<file path="config.mk">
export PLATFORM = sky130hd
export DESIGN_NAME = vcmd_v1
export DESIGN_NICKNAME = d
export VERILOG_FILES = /design/src/rtl/vcmd_v1.sv
export SDC_FILE = /design/constraint.sdc
export NUM_CORES = 1
export LEC_CHECK = 0
export CAP_MARGIN = 0
export CELL_PAD_IN_SITES_DETAIL_PLACEMENT = 0
export CELL_PAD_IN_SITES_GLOBAL_PLACEMENT = 1
export CORE_ASPECT_RATIO = 1.5
export CORE_UTILIZATION = 44
export DETAILED_ROUTE_END_ITERATION = 16
export PLACE_DENSITY_LB_ADDON = 0.1
export SLEW_MARGIN = 15
export SYNTH_ARGS = -nofsm -noshare
export SYNTH_HDL_FRONTEND = slang
export SYNTH_SLANG_ARGS = --single-unit
export TNS_END_PERCENT = 100
</file>
<file path="constraint.sdc">
create_clock -name Clk -period 4.6 [get_ports Clk]
set_input_delay 0.92 -clock Clk [delete_from_list [all_inputs] [get_ports Clk]]
set_output_delay 0.92 -clock Clk [all_outputs]
set_load 0.02 [all_outputs]
</file>
<file path="src/rtl/vcmd_v1.sv">
// Video command decoder: turns a synchronised SPI byte stream into frame-buffer write strobes
// with a persistent auto-incrementing address (NOP / WRITE / SETADDR / CLRADDR headers).
module vcmd_v1 #(
  parameter int unsigned AWIDTH = 18,
  parameter int unsigned DWIDTH = 8
) (
  input  logic              Clk,
  input  logic              NReset,
  input  logic              ByteClkIn,
  input  logic [DWIDTH-1:0] ByteIn,
  input  logic              DataModeEnable,
  output logic              DataClkOut,
  output logic [DWIDTH-1:0] DataOut,
  output logic [AWIDTH-1:0] AddrOut,
  output logic              Busy
);

  typedef enum logic [2:0] {
    StIdle,
    StWData,
    StAddr0,
    StAddr1,
    StAddr2
  } state_e;

  state_e                state_q;
  // [0],[1] are the synchroniser stages, [2] holds the previous level for edge detection
  logic [2:0]            sync_q;
  logic [7:0]            remain_q;
  logic [2*DWIDTH-1:0]   addr_hi_q;
  logic                  incr_q;

  logic                  byte_stb;
  logic [6:0]            pix_cnt;
  logic [7:0]            wr_len;
  logic [3*DWIDTH-1:0]   addr_full;

  assign byte_stb  = sync_q[1] & ~sync_q[2];
  // A zero length field means 64 pixels; the extra top bit encodes exactly that.
  assign pix_cnt   = {ByteIn[5:0] == 6'd0, ByteIn[5:0]};
  assign wr_len    = {1'b0, pix_cnt} + {pix_cnt, 1'b0};
  assign addr_full = {addr_hi_q, ByteIn};

  always_ff @(posedge Clk) begin
    if (!NReset) begin
      sync_q     <= '0;
      state_q    <= StIdle;
      remain_q   <= '0;
      addr_hi_q  <= '0;
      incr_q     <= 1'b0;
      DataClkOut <= 1'b0;
      DataOut    <= '0;
      AddrOut    <= '0;
      Busy       <= 1'b0;
    end else begin
      sync_q     <= {sync_q[1:0], ByteClkIn};
      DataClkOut <= 1'b0;
      incr_q     <= 1'b0;
      // Address advances the cycle after a strobe so it is stable during the pulse.
      if (incr_q) AddrOut <= AddrOut + AWIDTH'(1);

      if (!DataModeEnable) begin
        state_q <= StIdle;
        Busy    <= 1'b0;
      end else if (byte_stb) begin
        unique case (state_q)
          StIdle: begin
            case (ByteIn[7:6])
              2'b01: begin
                remain_q <= wr_len;
                state_q  <= StWData;
                Busy     <= 1'b1;
              end
              2'b10: begin
                state_q <= StAddr0;
                Busy    <= 1'b1;
              end
              2'b11:   AddrOut <= '0;
              default: ;
            endcase
          end
          StWData: begin
            DataOut    <= ByteIn;
            DataClkOut <= 1'b1;
            incr_q     <= 1'b1;
            remain_q   <= remain_q - 8'd1;
            if (remain_q == 8'd1) begin
              state_q <= StIdle;
              Busy    <= 1'b0;
            end
          end
          StAddr0: begin
            addr_hi_q <= {addr_hi_q[DWIDTH-1:0], ByteIn};
            state_q   <= StAddr1;
          end
          StAddr1: begin
            addr_hi_q <= {addr_hi_q[DWIDTH-1:0], ByteIn};
            state_q   <= StAddr2;
          end
          StAddr2: begin
            AddrOut <= addr_full[AWIDTH-1:0];
            state_q <= StIdle;
            Busy    <= 1'b0;
          end
          default: begin
            state_q <= StIdle;
            Busy    <= 1'b0;
          end
        endcase
      end
    end
  end

endmodule

</file>
Yosys cells after proc, flatten, opt, wreduce, memory -nomap -nowiden:

Cells that the tools add are included.

* add/sub/neg operators: 3
* equality and inequality tests: 12
* muxes and demuxes: 14
* bitwise operators: 3
* reductions and logical operators: 12

Operators by type and width (number)
* $mux 18: 4
* $pmux 18 s2: 1
* $add 18x1->18 const B: 1
* $pmux 8 s2: 1
* $pmux 3 s4: 1
* $reduce_and 3->1: 4
* $add 7x8->8: 1
* $eq 8x1->1 const B: 1
* $mux 8: 1
* $reduce_and 4->1: 2
* $sub 8x1->8 const B: 1
* $eq 3x2->1 const B: 2
* $logic_not 6->1: 1
* $pmux 3 s2: 1
* $eq 2x2->1 const B: 2
* $ne 2x2->1 const B: 2
* $reduce_or 2->1: 2
* $eq 3x1->1 const B: 1
* $eq 3x3->1 const B: 1
* $logic_not 3->1: 1
* $mux 1: 3
* $mux 3: 1
* $ne 3x1->1 const B: 1
* $pmux 1 s3: 1
* other kinds (6): 7

* bits in registers: 52
* output and inout bits: 28
* word-level logic and storage cells: 52

Depth between registers and ports, before layout:

Gate-level depths: netlist of run 1.

* depth in word-level cells: 6
* mapped depth: 8
* mapped depth without buffers: 8

Worst setup path after synthesis of run 1:

No wires, ideal clock.

* path type: input to register
* start point: input port ByteIn[2]
* end point: register remain_q[7]
* arrival time: 2324 ps
* setup slack: 2218 ps
* stages: 7
* path buffers: 0
* cells stage by stage: inv_1 -> ha_1 -> nor2b_1 -> o31a_1 -> or4_1 -> a31oi_1 -> a31o_1

* cells in the longest elaborated chain, start to end: 4

Ends and longest elaborated chain
* start, declared: RTL line 10 `input logic [DWIDTH-1:0] ByteIn,`
* $logic_not 6->1: RTL line 40 `assign pix_cnt = {ByteIn[5:0] == 6'd0, ByteIn[5:0]};`
* $add 7x8->8 (*): RTL line 41 `assign wr_len = {1'b0, pix_cnt} + {pix_cnt, 1'b0};`
* $mux 8 (*): RTL line 68 `case (ByteIn[7:6])`
* $pmux 8 s2 (*): RTL line 66 `unique case (state_q)`
* end signal, assigned: RTL line 70 `remain_q <= wr_len;`
* end signal, assigned: RTL line 86 `remain_q <= remain_q - 8'd1;`
* end, declared: RTL line 29 `logic [7:0] remain_q;`

Every way passes the cells marked *; elsewhere a longest branch is shown, timed or not. The select of a mux whose other input is x is not followed.
A chain may end at the register's enable or synchronous reset.

Worst setup path after layout of run 1:

Ends and elaborated chain as after synthesis.

==> metrics.md, run 1 <==
| Metric | Value |
|---|---|
| Power density over cell area | 252 nW/um^2 |
| Sequential area share after synthesis | 37.0% |
| Synthesized-area fraction occupied by xor and xnor cells | 5.92% |
| Detail-routed net length per standard cell | 15.2 um |
| Post-Route Setup TNS | 0 ps |
| Global Route Usage Sum | 21.7% |
| # DRC | 0 |
| # fillers | 610 |
| Cts bufs inserted | 5 |
| Vias post-DR | 2350 |
| Overall die width | 67.3 um |
| CP delay by family, top | buffers and inverters |
| Synth-to-layout area growth | 19.1% |
| Mux contribution to synthesized area | 4.31% |
| Fraction of registers with async set or reset after synthesis | 0% |
| Slew headroom | 30.9% |
| Number of buffers inserted by post-CTS setup repair | 0 |
| Critical path class | primary input to flip-flop |
| Most common library cells after synthesis | sky130_fd_sc_hd__dfxtp_1, sky130_fd_sc_hd__nand2_1, sky130_fd_sc_hd__nor2b_1, sky130_fd_sc_hd__o21ai_0, sky130_fd_sc_hd__inv_1 |
| Post-synthesis cell area | 2810 sq um |
| Area fraction of the dominant cell type after synthesis | 37.0% |
| Startpoint of the lowest-slack register-to-register path | state_q[0] |
| Via-to-Cell Ratio | 5.43 |
| Count of warnings emitted by yosys | 0 |
| Routed wire length | 6570 um |
| Clock period minus final worst setup slack | 2830 ps |
| Final hold violation count | 0 |
| Required arrival time at the worst endpoint | 4860 ps |
| Placement Cell Area | 3240 sq um |
| Iter 0 DRT Violations | 106 |
| Overall die area | 6720 sq um |
| Unrepaired setup endpoints after global routing | false |
| Worst-Skew Late Latency | 310 ps |
| Cell types with the largest area share after synthesis | sky130_fd_sc_hd__dfxtp_1, sky130_fd_sc_hd__ha_1, sky130_fd_sc_hd__nand2_1, sky130_fd_sc_hd__nor2b_1, sky130_fd_sc_hd__xnor2_1 |
| Clock edge transition at the registers on the reported setup and hold paths | 100 ps |
| Static leakage power | 1.16 nW |
| Skew final | 9.83 ps |
| Top-level I/O count | 40 |
| CP Capture Point | remain_q[7] |
| Reg2Reg Setup Slack | 2360 ps |
| Post-DRT Antenna Nets | 0 |
| MaxCap Viol Count | 0 |
| Cell taking the most area after synthesis | sky130_fd_sc_hd__dfxtp_1 |
| Total Power | 0.844 mW |
| Count of unique library cells instantiated by Yosys | 50 |
| Compound-gate portion of the synthesized area | 17.7% |
| TritonCTS clock tree | done |
| Hold/Removal Path Class | flip-flop to flip-flop |
| CTS resizes | 0 |
| Critical Path Fanout Max | 6 |
| Share of the cycle needed by the critical path after routing | 61.4% |
| Arithmetic-cell share of the synthesized area counting full adders, half adders and majority gates | 7.38% |
| Overall die height | 99.9 um |
| Gate count after technology mapping | 325 |
| Maximum cell stage delay along the critical path | 600 ps |
| Path length in cells of the critical path | 8 |
| Dominant combinational cell family by area after synthesis | simple AND/OR/NAND/NOR gates |
| Number of clock sinks seen by CTS | 52 |
| Fraction of final layout cells sized beyond drive strength 1 | 4.74% |
| Total iterations of the first detailed-routing run | 4 |
| Maximum root-to-sink buffer count | 2 |
| Worst vdd ir | 0.139 mV |
| Core Footprint | 6170 sq um |
| Total gr overflow | 0 |
| Max Freq | 0.354 GHz |
| Clk Tree Root Cell | sky130_fd_sc_hd__clkbuf_8 |
| Cell with the most instances after synthesis | sky130_fd_sc_hd__dfxtp_1 |
| Outcome | completed |
| Setup crit start kind | primary input |
| Syn nets | 353 |
| Setup-violating endpoint count in the final report | 0 |
| CP Capture Type | flip-flop |
| # nets final | 386 |
| Syn Area/Cell | 8.65 sq um |
| Area fraction in and, or, nand and nor cells after synthesis | 22.9% |
| CP max-delay cell | sky130_fd_sc_hd__clkdlybuf4s50_1 |
| Detailed-placement wirelength estimate | 4750 um |
| Number of global-route vias before repair | 2285 |
| Number of H-tree levels | 2 |
| Final Instance Area | 3350 sq um |
| Final weighted congestion of routability-driven global placement | 0.848 |
| Pin count of the biggest net entering global routing | 24 |
| Synth Register Bits | 52 |
| Initial Utilization | 45.6% |
| Worst-Margin Slew | 1030 ps |
| Reg2Reg Depth | 5 |
| Final Max Slew Viols | 0 |
| Signal arrival time at the worst endpoint | 3080 ps |
| End of the worst register-to-register path | remain_q[7] |
| Number of buffers added to fix hold violations after cts | 0 |
| Series of cell instances along the critical path | clkdlybuf4s50_1 -> inv_1 -> ha_1 -> nor2b_1 -> o31a_1 -> or4_1 -> a31oi_1 -> a31o_1 |
| Number of antenna violations at the first check in global routing | 0 |
| CP startpoint | ByteIn[2] |
| Number of buffer and inverter stages on the critical path | 2 |
| Global-route wire length before repair | 11200 um |
| Cell row count | 35 |
| Commonest register cell after synthesis | sky130_fd_sc_hd__dfxtp_1 |
| Diode count | 0 |
| Total of buffers placed on input and output ports | 39 |
| EDFF count, synth | 0 |
==> how the worst min path moves through the flow <==
stage / cells after the start / from / endpoint / slack [ps]
CTS: 1 / sync_q[0] / sync_q[1] / 440
floorplan: 1 / sync_q[0] / sync_q[1] / 410
global placement: 1 / sync_q[0] / sync_q[1] / 410
global route: 1 / sync_q[0] / sync_q[1] / 460
finish: 1 / sync_q[0] / sync_q[1] / 440
detailed placement: 1 / sync_q[0] / sync_q[1] / 420
==> registers in the layout, summed over array words and instances (netlist names) <==
signal,cells
AddrOut,18
Busy,1
DataOut,8
addr_hi_q,10
incr_q,1
remain_q,8
state_q,3
sync_q,3
==> worst reg2reg max path, delay by kind of cell, from the launching register on <==
| kind | cells | cell delay (ps) |
|---|---|---|
| AO/OA/AOI/OAI | 2 | 360 |
| flip-flops | 1 | 510 |
| AND/OR/NAND/NOR | 3 | 1290 |
==> where the power goes <==
| group | switching (mW) | leakage (nW) | internal, mW |
|---|---|---|---|
| Combinational | 0.0418 | 0.683 | 0.0334 |
| Clock | 0.154 | 0.0552 | 0.162 |
| Sequential | 0.00143 | 0.419 | 0.452 |
==> logic make-up after synthesis <==
family,Yosys count
simple gates,122
xor+xnor,19
fa+ha+maj,16
buf+inv,31
compound gates,73
mux,12
flops,52
==> metrics by stage <==
| step | hold WS (ps) | util (%) | std cells | setup slack, ps |
|---|---|---|---|---|
| after floorplan | 412 | - | 325 | 2220 |
| after global routing | 458 | 54.2 | 433 | 1690 |
| after CTS | 442 | 54.2 | 433 | 1790 |
| final | 441 | 54.2 | 433 | 1770 |
| after detailed placement | 419 | 52.5 | 425 | 1460 |
| after global placement | 414 | 52.5 | 425 | 1490 |
==> cell usage in the layout (no fill, tap or decap), types with 3 or more instances in the layout <==
cell                               n
sky130_fd_sc_hd__mux2i_1          11
sky130_fd_sc_hd__a31oi_1           6
sky130_fd_sc_hd__xor2_1            4
sky130_fd_sc_hd__clkbuf_8          5
sky130_fd_sc_hd__a211oi_1          3
sky130_fd_sc_hd__o21ai_0          21
sky130_fd_sc_hd__nand3_1          10
sky130_fd_sc_hd__and3_1            8
sky130_fd_sc_hd__nand2_1          38
sky130_fd_sc_hd__o211ai_1          5
sky130_fd_sc_hd__nor2b_1          21
sky130_fd_sc_hd__o21a_1            3
sky130_fd_sc_hd__xnor2_1          15
sky130_fd_sc_hd__nor2_1           11
sky130_fd_sc_hd__ha_1             15
sky130_fd_sc_hd__a21oi_1           4
sky130_fd_sc_hd__dfxtp_1          52
sky130_fd_sc_hd__nand4_1           8
sky130_fd_sc_hd__a21boi_0         10
sky130_fd_sc_hd__a22oi_1           9
sky130_fd_sc_hd__inv_1            16
sky130_fd_sc_hd__and2_1            4
sky130_fd_sc_hd__nor3_1            6
sky130_fd_sc_hd__clkdlybuf4s50_1  39
==> final cells by class <==
class	instances	area [sq um]	share of cell area [%]
Timing Repair Buffer	41	405	12.1
Inverter	16	60.1	1.79
Multi-Input combinational cell	242	1640	49.0
Clock inverter	2	35.0	1.05
Sequential cell	52	1040	31.1
Tap cell	74	92.6	2.76
Clock buffer	6	72.6	2.17
==> routing by layer <==
metal,up-vias,global-route usage [%],routed length [um]
met5,-,0,0
met4,0,5.89,96
met3,6,3.07,135
met2,35,38.9,3440
met1,1104,26.1,2900
li1,1205,-,-
No activity file was read; power rests on OpenSTA's default activity.
==> run 2: changes to the inputs <==
--- a/config.mk
+++ b/config.mk
@@ -9,7 +9,7 @@
 export CELL_PAD_IN_SITES_DETAIL_PLACEMENT = 0
 export CELL_PAD_IN_SITES_GLOBAL_PLACEMENT = 1
 export CORE_ASPECT_RATIO = 1.5
-export CORE_UTILIZATION = 44
+export CORE_UTILIZATION = 41
 export DETAILED_ROUTE_END_ITERATION = 16
 export PLACE_DENSITY_LB_ADDON = 0.1
 export SLEW_MARGIN = 15
==> constraint.sdc (replaced) <==
create_clock -name Clk -period 2.7 [get_ports Clk]
set_input_delay 0.54 -clock Clk [delete_from_list [all_inputs] [get_ports Clk]]
set_output_delay 0.54 -clock Clk [all_outputs]
set_load 0.02 [all_outputs]
==> run 2 against run 1 <==
  * Sequential power up 70%
  * Clock skew shrank 7.4 ps
  * Core utilization down 2.0 points
  * Clock power grew 40%
  * Global-route usage fell by 2.3 points
  * Sequential share of layout area decreased by 0.80 points
  * Sequential cell count did not move
  * Highest routed layer unchanged
==> metrics.md, run 2 (synthesis results as in run 1) <==
| Metric | Value |
|---|---|
| Outcome | completed |
| Final Instance Area | 3440 sq um |
| # nets final | 401 |
| Worst-Skew Late Latency | 300 ps |
| Overall die area | 7200 sq um |
| Pin count of the biggest net entering global routing | 20 |
| Final Max Slew Viols | 0 |
| Post-Route Setup TNS | 0 ps |
| # DRC | 0 |
| Overall die width | 69.6 um |
| Global-route wire length before repair | 11000 um |
| Total iterations of the first detailed-routing run | 4 |
| Number of antenna violations at the first check in global routing | 0 |
| Total of buffers placed on input and output ports | 39 |
| Maximum root-to-sink buffer count | 2 |
| Post-DRT Antenna Nets | 0 |
| Start point of the worst hold path | sync_q[0] |
| Via-to-Cell Ratio | 5.34 |
| CP Capture Point | remain_q[7] |
| Setup crit start kind | primary input |
| Largest Register | AddrOut |
| CP startpoint | ByteIn[2] |
| Commonest non-fill, non-tap cell in the layout | sky130_fd_sc_hd__dfxtp_1 |
| Reg2Reg Setup Slack | 800 ps |
| Unrepaired setup endpoints after global routing | false |
| Path length in cells of the critical path | 8 |
| Critical Path Fanout Max | 4 |
| Placement Cell Area | 3360 sq um |
| CP delay by family, top | simple AND/OR/NAND/NOR gates |
| Synth-to-layout area growth | 22.2% |
| Reg2Reg Depth | 5 |
| Worst-Margin Slew | 443 ps |
| Clock edge transition at the registers on the reported setup and hold paths | 100 ps |
| CP Capture Type | flip-flop |
| Iter 0 DRT Violations | 90 |
| Skew final | 2.44 ps |
| Clock period minus final worst setup slack | 2320 ps |
| Detailed-placement wirelength estimate | 5120 um |
| Cts bufs inserted | 5 |
| Number of buffers added to fix hold violations after cts | 0 |
| Signal arrival time at the worst endpoint | 2570 ps |
| Core Footprint | 6580 sq um |
| Hold/Removal Path Class | flip-flop to flip-flop |
| Maximum cell stage delay along the critical path | 480 ps |
| Critical path class | primary input to flip-flop |
| Number of buffers inserted by post-CTS setup repair | 0 |
| Number of global-route vias before repair | 2243 |
| Total Power | 1.35 mW |
| Number of buffer and inverter stages on the critical path | 2 |
| Series of cell instances along the critical path | clkdlybuf4s50_1 -> inv_1 -> ha_1 -> nor2b_1 -> o31a_1 -> or4_1 -> a31oi_1 -> a31o_1 |
| Max Freq | 0.432 GHz |
| Fraction of final layout cells sized beyond drive strength 1 | 8.58% |
| Vias post-DR | 2397 |
| Final hold violation count | 0 |
| Flip-flop count of the largest register after layout | 18 |
| Initial Utilization | 42.8% |
| Required arrival time at the worst endpoint | 2950 ps |
| Diode count | 0 |
| Top-level I/O count | 40 |
| Overall die height | 103 um |
| Final weighted congestion of routability-driven global placement | 0.928 |
| End of the worst register-to-register path | remain_q[2] |
| Global Route Usage Sum | 19.4% |
| MaxCap Viol Count | 0 |
| TritonCTS clock tree | done |
| Cell row count | 36 |
| Power density over cell area | 394 nW/um^2 |
| Share of the cycle needed by the critical path after routing | 85.7% |
| CTS resizes | 0 |
| Largest registers in the final layout | AddrOut: 18 flops, addr_hi_q: 10 flops |
| Startpoint of the lowest-slack register-to-register path | state_q[0] |
| Core utilization of the finished layout | 52.3% |
| Slew headroom | 70.2% |
| Worst vdd ir | 0.235 mV |
| Static leakage power | 1.22 nW |
| Clk Tree Root Cell | sky130_fd_sc_hd__clkbuf_8 |
| Detail-routed net length per standard cell | 15.2 um |
| Setup-violating endpoint count in the final report | 0 |
| Commonest cells after routing, fill and taps aside | sky130_fd_sc_hd__dfxtp_1, sky130_fd_sc_hd__clkdlybuf4s50_1, sky130_fd_sc_hd__nand2_1 |
| Number of clock sinks seen by CTS | 52 |
| Number of H-tree levels | 2 |
| CP max-delay cell | sky130_fd_sc_hd__clkdlybuf4s50_1 |
| Routed wire length | 6820 um |
| Total gr overflow | 0 |
run 2: changes by cell type in the layout (fill, tap and decap cells not counted), sizes merged:
| cell | previous run | this run |
|---|---|---|
| clkinvlp | 0 | 1 |
| clkbuf | 6 | 5 |
| bufinv | 1 | 0 |
| buf | 2 | 17 |
run 2: power breakdown:
group | internal (mW) | total [mW] | switching (mW) | leakage, nW
sequential | 0.770 | 0.772 | 0.00246 | 0.419
combinational | 0.0665 | 0.140 | 0.0731 | 0.759
clock | 0.177 | 0.443 | 0.266 | 0.0400
total | 1.01 | 1.35 | 0.342 | 1.22
run 2: how the worst min path moves through the flow:
stage | endpoint | slack (ps) | cells past startpoint
floorplan | sync_q[1] | 410 | 1
global placement | sync_q[1] | 420 | 1
detailed placement | sync_q[1] | 420 | 1
CTS | sync_q[1] | 450 | 1
global route | sync_q[1] | 460 | 1
finish | sync_q[1] | 440 | 1
run 2: cell type report:
cell class	count	area [sq um]
repair buffers	56	518
well taps	76	95.1
fillers	648	3140
multi-input cells	242	1640
clock inverters	2	12.5
inverters	16	60.1
flip-flops and latches	52	1040
clock buffers	5	68.8
run 2: worst register-to-register path, stage by stage (launching register included):
cell and delay (ps):
sky130_fd_sc_hd__dfxtp_1 510, sky130_fd_sc_hd__or3b_1 580, sky130_fd_sc_hd__a21oi_4 350, sky130_fd_sc_hd__o21ai_0 150, sky130_fd_sc_hd__a22oi_1 150, sky130_fd_sc_hd__nor2b_1 60
run 2: routing by layer:
layer / GRT usage, % / up-vias / part of all wire, %
met5: 0 / - / 0
met1: 23.2 / 1110 / 45
met3: 2.62 / 12 / 2.2
li1: - / 1234 / -
met2: 35.8 / 41 / 50
met4: 6.46 / 0 / 1.9
run 2: through the flow:
stage | hold WS (ps) | worst slack [ps] | cells
after floorplan | 412 | 698 | 325
after global placement | 416 | 108 | 442
after detailed placement | 422 | 105 | 442
after CTS | 447 | 392 | 449
after global routing | 462 | 332 | 449
final | 444 | 385 | 449
